File: src/rtl/uart_tx_serializer.sv
// uart_tx_serializer
// Serialises command bytes from motor_commander into asynchronous UART frames
// (start bit, 8 data bits LSB first, optional even parity, 1 or 2 stop bits).
// Bit timing is derived from the system clock: CLKS_PER_BIT = CLK_FREQ / BAUD_RATE.
//
// Optional feature macro: UART_PARITY_EN
//   defined   -> an even-parity bit (XOR of the byte) is sent between data and stop
//   undefined -> plain 8N1 / 8N2 framing, no parity logic
//
// Handshake: a byte transfers on a rising clk edge where uart_tx_valid and
// uart_tx_ready are both high; uart_tx_data is captured at that edge only.
// uart_tx_ready is high only in IDLE and never while reset is asserted.
module uart_tx_serializer #(
   parameter int CLK_FREQ  = 50_000_000,
   parameter int BAUD_RATE = 115200,
   parameter int STOP_BITS = 1
) (
   input  logic       clk,
   input  logic       reset,
   input  logic       uart_tx_valid,
   input  logic [7:0] uart_tx_data,
   output logic       uart_tx_ready,
   output logic       serial_out
);

   localparam int CLKS_PER_BIT = CLK_FREQ / BAUD_RATE;
   localparam int CNT_W        = (CLKS_PER_BIT < 2) ? 1 : $clog2(CLKS_PER_BIT);
   localparam logic [CNT_W-1:0] CNT_LAST  = CNT_W'(CLKS_PER_BIT - 1);
   localparam logic [2:0]       STOP_LAST = 3'(STOP_BITS - 1);

   generate
      if (CLKS_PER_BIT < 2) begin : g_bad_baud
         $error("uart_tx_serializer: CLK_FREQ / BAUD_RATE must be at least 2");
      end
      if (STOP_BITS != 1 && STOP_BITS != 2) begin : g_bad_stop
         $error("uart_tx_serializer: STOP_BITS must be 1 or 2");
      end
   endgenerate

`ifdef UART_PARITY_EN
   typedef enum logic [2:0] {IDLE, START, DATA, PARITY, STOP} state_t;
`else
   typedef enum logic [1:0] {IDLE, START, DATA, STOP} state_t;
`endif

   state_t           state;
   logic [CNT_W-1:0] bit_cnt;    // clocks elapsed within the current bit
   logic [2:0]       bit_idx;    // data bit index, reused as stop bit index
   logic [7:0]       shift_reg;  // remaining data bits, LSB is on the line
`ifdef UART_PARITY_EN
   logic             parity_bit;
`endif
   logic             bit_end;

   // Last clock of the current bit period; the counter reloads here, so
   // every bit is exactly CLKS_PER_BIT long and no drift accumulates.
   assign bit_end = (bit_cnt == CNT_LAST);

   // Ready only when idle and out of reset.
   assign uart_tx_ready = (state == IDLE) && !reset;

   // Frame sequencer; serial_out is a flop so the line never glitches.
   always_ff @(posedge clk) begin
      if (reset) begin
         state     <= IDLE;
         serial_out <= 1'b1;
         bit_cnt   <= '0;
         bit_idx   <= '0;
         shift_reg <= '0;
`ifdef UART_PARITY_EN
         parity_bit <= 1'b0;
`endif
      end else begin
         if (state != IDLE) begin
            bit_cnt <= bit_end ? '0 : bit_cnt + CNT_W'(1);
         end
         case (state)
            IDLE: begin
               serial_out <= 1'b1;
               bit_cnt    <= '0;
               bit_idx    <= '0;
               if (uart_tx_valid) begin
                  shift_reg  <= uart_tx_data;
`ifdef UART_PARITY_EN
                  parity_bit <= ^uart_tx_data;
`endif
                  serial_out <= 1'b0;
                  state      <= START;
               end
            end
            START: begin
               if (bit_end) begin
                  state      <= DATA;
                  serial_out <= shift_reg[0];
                  bit_idx    <= '0;
               end
            end
            DATA: begin
               if (bit_end) begin
                  if (bit_idx == 3'd7) begin
                     bit_idx <= '0;
`ifdef UART_PARITY_EN
                     state      <= PARITY;
                     serial_out <= parity_bit;
`else
                     state      <= STOP;
                     serial_out <= 1'b1;
`endif
                  end else begin
                     bit_idx    <= bit_idx + 3'd1;
                     shift_reg  <= {1'b0, shift_reg[7:1]};
                     serial_out <= shift_reg[1];
                  end
               end
            end
`ifdef UART_PARITY_EN
            PARITY: begin
               if (bit_end) begin
                  state      <= STOP;
                  serial_out <= 1'b1;
                  bit_idx    <= '0;
               end
            end
`endif
            STOP: begin
               serial_out <= 1'b1;
               if (bit_end) begin
                  if (bit_idx == STOP_LAST) begin
                     state <= IDLE;
                  end else begin
                     bit_idx <= bit_idx + 3'd1;
                  end
               end
            end
            default: begin
               state      <= IDLE;
               serial_out <= 1'b1;
            end
         endcase
      end
   end

endmodule

File: config.mk
export PLATFORM = sky130hd
export DESIGN_NAME = uart_tx_serializer
export DESIGN_NICKNAME = d
export VERILOG_FILES = /design/src/rtl/uart_tx_serializer.sv
export SDC_FILE = /design/constraint.sdc
export NUM_CORES = 1
export LEC_CHECK = 0
export ABC_CLOCK_PERIOD_IN_PS = 2100
export CAP_MARGIN = 25
export CORE_ASPECT_RATIO = 1.1
export CORE_MARGIN = 1
export CORE_UTILIZATION = 55
export DETAILED_ROUTE_END_ITERATION = 16
export PLACE_DENSITY = 0.76
export SYNTH_ARGS = -nofsm -noshare
export SYNTH_HDL_FRONTEND = slang
export SYNTH_SLANG_ARGS = --single-unit
File: constraint.sdc
create_clock -name clk -period 2.1 [get_ports clk]
set_input_delay 0.315 -clock clk [delete_from_list [all_inputs] [get_ports clk]]
set_output_delay 0.315 -clock clk [all_outputs]
set_load 0.02 [all_outputs]
---- Yosys cells after proc, flatten, opt, wreduce, memory -nomap -nowiden ----
Cells that the tools add are included.
W data, S select, Z words.
operators by class
  add/subtract/negate cells ............... 2
  multiply operators ...................... 0
  div/mod/pow operators ................... 0
  magnitude comparators ................... 0
  equal/unequal tests ..................... 13
  shifts and indexed selects .............. 0
  muxes and demuxes ....................... 23
  bitwise operators ....................... 0
  reductions and logical operators ........ 11
operators with widths
  cell                   count
  $mux W8                3
  $ne A2 B2 Y1 const B   8
  $pmux W8 S2            1
  $mux W3                5
  $mux W2                6
  $pmux W3 S4            1
  $add A9 B1 Y9 const B  1
  $eq A9 B9 Y1 const B   1
  $mux W9                1
  $pmux W2 S4            1
  $reduce_and A4 Y1      2
  $reduce_and A6 Y1      1
  $eq A2 B2 Y1 const B   2
  $mux W1                4
  $pmux W1 S4            1
  $reduce_bool A2 Y1     2
  $add A3 B1 Y3 const B  1
  $eq A3 B3 Y1 const B   1
  $logic_not A3 Y1       1
  $eq A2 B1 Y1 const B   1
  $logic_not A2 Y1       1
  $reduce_and A2 Y1      1
  $reduce_or A2 Y1       1
  $logic_and A1 B1 Y1    1
  $logic_not A1 Y1       1
word-level totals
  flip-flop bits (word level) ............. 23
  bits in latches ......................... 0
  memory bits (writable) .................. 0
  ROM bits ................................ 0
  input port bits ......................... 11
  output and inout port bits .............. 2
  logic and storage cells ................. 54
  memories kept ........................... 0

---- Logic depth before layout (Yosys ltp) ----
Gate-level depths: netlist (run 1).
  depth in word-level cells ............... 4
  depth in mapped cells ................... 7
  mapped depth without buffers ............ 6

---- Worst setup path before layout (run 1) ----
No wires, ideal clock.
  path kind ............................... register -> register
  start point ............................. register state[0]
  end point ............................... register serial_out
  library setup time ...................... 120 ps
  arrival ................................. 1,517 ps
  data required time ...................... 1,980 ps
  path slack .............................. 464 ps
  cell stages (with the launch flop) ...... 8
  path buffers ............................ 1
  clock period less this slack ............ 1,636 ps
  path through ............................ dfxtp_1 > inv_1 > ha_1 > buf_2 > o21a_1 > a2111oi_0 > a211oi_1 > a211o_1
on the way
  cells in the longest elaborated chain, start to end .. 3
  elaborated cells on any way between the ends .. 8
  those cells by class .................... eq/ne (5); mux (1); reduce/logical (2)
RTL lines
  item                                                 line  RTL
  start, declared                                      46    state_t state;
  start signal, assigned                               65    state <= IDLE;
  start signal, assigned                               88    state <= START;
  start signal, assigned                               93    state <= DATA;
  $eq A2 B1 Y1 / $eq A2 B2 Y1 (equally long branches)  77    case (state)
  $ne A2 B2 Y1 (no source line)                        -
  $reduce_and A2 Y1 (no source line)                   -
  end signal, assigned                                 94    serial_out <= shift_reg[0];
  end signal, assigned                                 112   serial_out <= shift_reg[1];
  end, declared                                        23    output logic serial_out
Several ways; a longest one is shown, not always the timed one.
A chain may end at the register's enable or synchronous reset.

---- Worst setup path after layout (run 1) ----
  start point ............................. register state[1]
  end point ............................... output port uart_tx_ready
on the way
  cells in the longest elaborated chain, start to end .. 2
RTL lines
  item                 line  RTL
  $logic_not A2 Y1     60    assign uart_tx_ready = (state == IDLE) && !reset;
  $logic_and A1 B1 Y1  60
  end, declared        22    output logic uart_tx_ready,
No other way between the ends.

==> metrics.csv, run 1 <==
metric,value,unit
placeableCoreArea,2270,sq um
grt_first_pass_wirelength,4570,microns
routedWlPerCell,14.2,microns
drv_slew,0,
dieWidth,48.9,microns
grt_pass1_vias,1030,
end_kind,primary output,
worstPathArrival,1.56,ns
synth_top_cell_by_area,dfxtp_1,
totalPowerFinal,1.61,mW
first_pass_iters,4,
p_leak,0.551,nW
hold_violations,0,
drt_iter0_markers,23,
fin_skew,0.00771,ns
max_slew.worst_pin.slew,0.497,ns
ir_drop,0.000748,V
insertedDiodeCount,0,
clk_latency,0.31,ns
place_area,1490,sq um
grt_setup_unrepaired,false,
dp_hpwl,2060,microns
die-area,2620,sq um
synth_area_leaders,"dfxtp_1 (35%), ha_1 (9.4%), mux2i_1 (5.3%)",
synth_top_area_share,0.346,
htree_levels,1,
fin_area,1510,sq um
layout-drive-gt1-share,0.103,
clk_path_buf_depth,2,
yosys_warnings,0,
fmaxAchievable,532,MHz
grt_overflow_total,0,
avgViaCountPerCell,5.80,
r2r-start,bit_cnt[0],
hold_start,bit_cnt[0],
n_fill_cell,202,
setup_ws,0.221,ns
synthCells,141,
ant_nets,0,
cts_num_sinks,23,
tns,0,ns
gp_congestion,0.837,
status,finished clean,
fin_util,0.666,
maxCapViolCount,0,
synth_area_per_cell,9.45,sq um
track_usage,0.230,
crit_path_start,state[1],
clockRootBuffer,clkbuf_4,
numPortBuffers,12,
routed-via-count,1078,
path_class,reg2out,
ys_ff_latch,23,
rows,18,
num_io_pins,13,
die_h,53.6,microns
cp-start-kind,flop,
place_inst,182,
area_delta_synth_final,13.6,%
antenna_found_initial,0,
cts_tree,built,
drc,0,
hold_class,reg2reg,
synth.distinct_cells,39,
max_slew_margin,0.666,
grt_max_degree,18,
initial_core_util,0.586,
critical_path_peak_fanout,6,
dp_slack,0.270,ns
instances_no_fill,186,
ff2ff_setup_slack,0.30,ns
postCtsSetupBuffers,0,
period_share,0.895,
syn_nets,162,
fin_nets,178,
netlist_area,1330,sq um
worstPathRequired,1.78,ns
largest_reg_flops,9,
cts_made_buffers,3,
p_per_area,1060,nW/um^2
fin_crit,1.88,ns
ys_seq_area_frac,0.346,
hold_slack,0.497,ns
finalSetupViolations,0,
wl,2640,microns
clkSlewWorstSetupHoldPaths,0.13,ns
cell type report:
| class | instances | area [sq um] | area share |
|---|---|---|---|
| Multi-Input combinational cell | 104 | 802 | 0.530 |
| Sequential cell | 23 | 460 | 0.304 |
| Timing Repair Buffer | 17 | 156 | 0.103 |
| Tap cell | 30 | 37.5 | 0.0248 |
| Inverter | 8 | 30.0 | 0.0198 |
| Clock buffer | 3 | 22.5 | 0.0149 |
| Clock inverter | 1 | 5.00 | 0.00331 |
report_power, final:
part	total [mW]	switching [mW]	leakage (nW)	internal (mW)
Combinational	0.803	0.452	0.345	0.351
Sequential	0.599	0.0660	0.188	0.533
Clock	0.208	0.137	0.0177	0.0712
cells in the mapped netlist:
cell type	count
dfxtp_1	23
nor2_1	16
a21oi_1	12
ha_1	10
inv_1	8
mux2i_1	7
a311oi_1	6
xnor2_1	6
nand2_1	5
nand3_1	4
nand2b_1	3
nor2b_1	3
nor3_1	3
o221ai_1	3
a2111oi_0	2
a211oi_1	2
buf_2	2
buf_6	2
clkbuf_1	2
nand4_1	2
o21a_1	2
a211o_1	1
a21o_1	1
a21oi_2	1
a311oi_2	1
a31oi_1	1
a41o_1	1
a41o_2	1
and4b_1	1
and4bb_2	1
nand4b_1	1
nand4b_2	1
nand4bb_4	1
o2111a_1	1
o211ai_1	1
o22ai_1	1
o31ai_1	1
o31ai_4	1
xor2_1	1
logic make-up after synthesis:
group | share of synthesized area
flops | 0.346
compound gates | 0.231
xor+xnor | 0.0460
fa+ha+maj | 0.0939
simple gates | 0.178
mux | 0.0526
buf+inv | 0.0526
worst max-delay path: stages (launching register included):
cell and delay, ns:
dfxtp_1 0.36, inv_1 0.11, ha_1 0.27, nor2b_1 0.17, dlygate4sd2_1 0.34
path summary, 6_finish.rpt:
kind,endpoint,depth (start not counted)
worst min-delay path,bit_cnt[0],1
worst max register to register,bit_idx[1],5
worst max-delay path,uart_tx_ready,4
worst min register to register,bit_cnt[0],1
repair_timing:
| action | 4_1_cts | 5_1_grt |
|---|---|---|
| endpoints found under the setup margin | 1 | 0 |
| gates resized for setup | 1 | 0 |
| hold buffers | 0 | 0 |
layout by cell type (no fill, tap or decap), types with 2 or more instances in the layout:
master / count
a2111oi_0: 2
a211oi_1: 2
a21oi_1: 12
a311oi_1: 6
buf_4: 5
clkbuf_4: 3
clkdlybuf4s50_1: 11
dfxtp_1: 23
ha_1: 10
inv_1: 8
mux2i_1: 7
nand2_1: 5
nand2b_1: 3
nand3_1: 4
nand4_1: 2
nor2_1: 16
nor2b_1: 3
nor3_1: 3
o21a_1: 2
o221ai_1: 3
xnor2_1: 6
metal layers:
metal,vias up,global-route usage,share of wire
met2,16,0.405,0.50
met5,-,0,0
li1,556,-,-
met4,0,0.103,0.016
met1,499,0.282,0.46
met3,7,0.0339,0.019
No activity file was read; power rests on OpenSTA's default activity.
==> run 2, diff against run 1 <==
SLEW_MARGIN = 20   (was default)
==> results of run 2 <==
The final DEF is identical to that of run 1; final timing and power are the same.
==> run 3, diff against run 2 <==
ABC_CLOCK_PERIOD_IN_PS = 1670   (was 2100)
CORE_ASPECT_RATIO = 0.75   (was 1.1)
CORE_UTILIZATION = 50   (was 55)
PLACE_DENSITY = 0.73   (was 0.76)
clock period = 1.67 ns   (was 2.1 ns; I/O delays follow)
==> run 3 against run 2 <==
  * Sequential power grew 26%
  * Combinational power grew 77%
  * Die area grew 9.7%
==> metrics.csv, run 3 (same netlist as run 1, synthesis figures left out) <==
metric,value,unit
status,finished clean,
grt-busiest-layer,met2,
drc,0,
place_inst,198,
hold_slack,0.524,ns
p_int,1.46,mW
hold_violations,0,
setup_ws,0.0147,ns
maxCapViolCount,0,
p_leak,0.656,nW
clk_latency,0.33,ns
first_pass_iters,4,
die-area,2880,sq um
p_sw_frac,0.404,
avgViaCountPerCell,5.78,
critical_path_peak_fanout,7,
drv_slew,0,
numPortBuffers,12,
cts_made_buffers,3,
dp_hpwl,2360,microns
antenna_found_initial,0,
insertedDiodeCount,0,
grt_pass1_vias,1062,
met3_usage,0.0590,
dieWidth,61.6,microns
die_h,46.7,microns
end_kind,flop,
gr-usage-met1,0.359,
initial_core_util,0.555,
worstPathArrival,1.89,ns
grt_overflow_total,0,
track_usage,0.246,
final_common_cell,dfxtp_1,
fin_nets,194,
gp_congestion,0.823,
grt_first_pass_wirelength,4970,microns
period_share,0.991,
max_slew.worst_pin.slew,0.303,ns
fmaxAchievable,604,MHz
cts_num_sinks,23,
cp-start-kind,flop,
worstPathRequired,1.90,ns
drt_iter0_markers,51,
hold_class,reg2reg,
layout-drive-gt1-share,0.297,
instances_no_fill,206,
max_slew_margin,0.797,
finalSetupViolations,0,
power_frac_seq,0.309,
fin_crit,1.66,ns
path_class,reg2reg,
clockRootBuffer,clkbuf_4,
routedWlPerCell,16.2,microns
area_delta_synth_final,32.8,%
ant_nets,0,
p_per_area,1380,nW/um^2
ir_drop,0.00115,V
routed-via-count,1191,
dp_slack,-0.0825,ns
cts_tree,built,
rows,15,
layout_common_cells,"dfxtp_1 (20), buf_4 (17), nor2_1 (16)",
grt_max_degree,18,
pwr-share-comb,0.579,
clkSlewWorstSetupHoldPaths,0.14,ns
htree_levels,1,
num_io_pins,13,
clk_path_buf_depth,2,
cts_hold_buf,0,
switchingPower,0.988,mW
fin_skew,0.0101,ns
wl,3330,microns
use_met2,0.374,
placeableCoreArea,2400,sq um
pwr-share-clk,0.112,
largest_reg_flops,9,
grt_setup_unrepaired,true,
tns,0,ns
[run 3: changes by cell type in the layout (fill, tap and decap cells not counted), sizes merged]
cell	change
clkbuf	+1
dlygate4sd2	-1
buf	+16
[run 3: metal layers]
layer | up-vias | wire length, microns
li1 | 591 | -
met2 | 31 | 1470
met5 | - | 0
met1 | 565 | 1670
met3 | 4 | 161
met4 | 0 | 27
[run 3: final timing paths]
check	slack [ns]	depth (start not counted)	from	endpoint
worst max-delay path	0.01	7	bit_idx[0]	shift_reg[7]
worst min-delay path	0.52	2	shift_reg[5]	shift_reg[5]
worst max register to register	0.01	7	bit_idx[0]	shift_reg[7]
worst min register to register	0.52	2	shift_reg[5]	shift_reg[5]
[run 3: worst max-delay path, cell delays in order (launching register included)]
cell	delay, ns
dfxtp_2	0.37
ha_4	0.16
ha_4	0.16
buf_6	0.11
o31ai_4	0.30
buf_6	0.19
a21oi_2	0.05
a41o_2	0.21
[run 3: power groups by stage]
stage               Combinational [mW]  Sequential [mW]  Clock [mW]
floorplan                        0.781            0.757           0
global placement                  1.19            0.746           0
detailed placement                1.23            0.754           0
CTS                               1.35            0.742       0.276
global route                      1.52            0.766       0.297
finish                            1.42            0.756       0.274
[run 3: area by class of cell]
cell class                      count  area, sq um
Fill cell                         194          633
Clock buffer                        3         22.5
Timing Repair Buffer               33          310
Clock inverter                      1         5.00
Sequential cell                    23          464
Tap cell                           34         42.5
Inverter                            8         30.0
Multi-Input combinational cell    104          895
[run 3: what timing repair did]
item | 4_1_cts | 5_1_grt
buffers inserted | 3 | 1
pin swaps | 5 | 7
gates cloned | 1 | 0
resized for setup | 9 | 23
endpoints found under the setup margin | 10 | 15
[run 3: stage by stage]
stage                util  power [mW]  cell area (sq um)
global placement    0.669        1.93               1610
detailed placement  0.669        1.98               1610
floorplan               -        1.54               1330
finish              0.736        2.45               1770
CTS                 0.712        2.37               1710
global route        0.736        2.59               1770
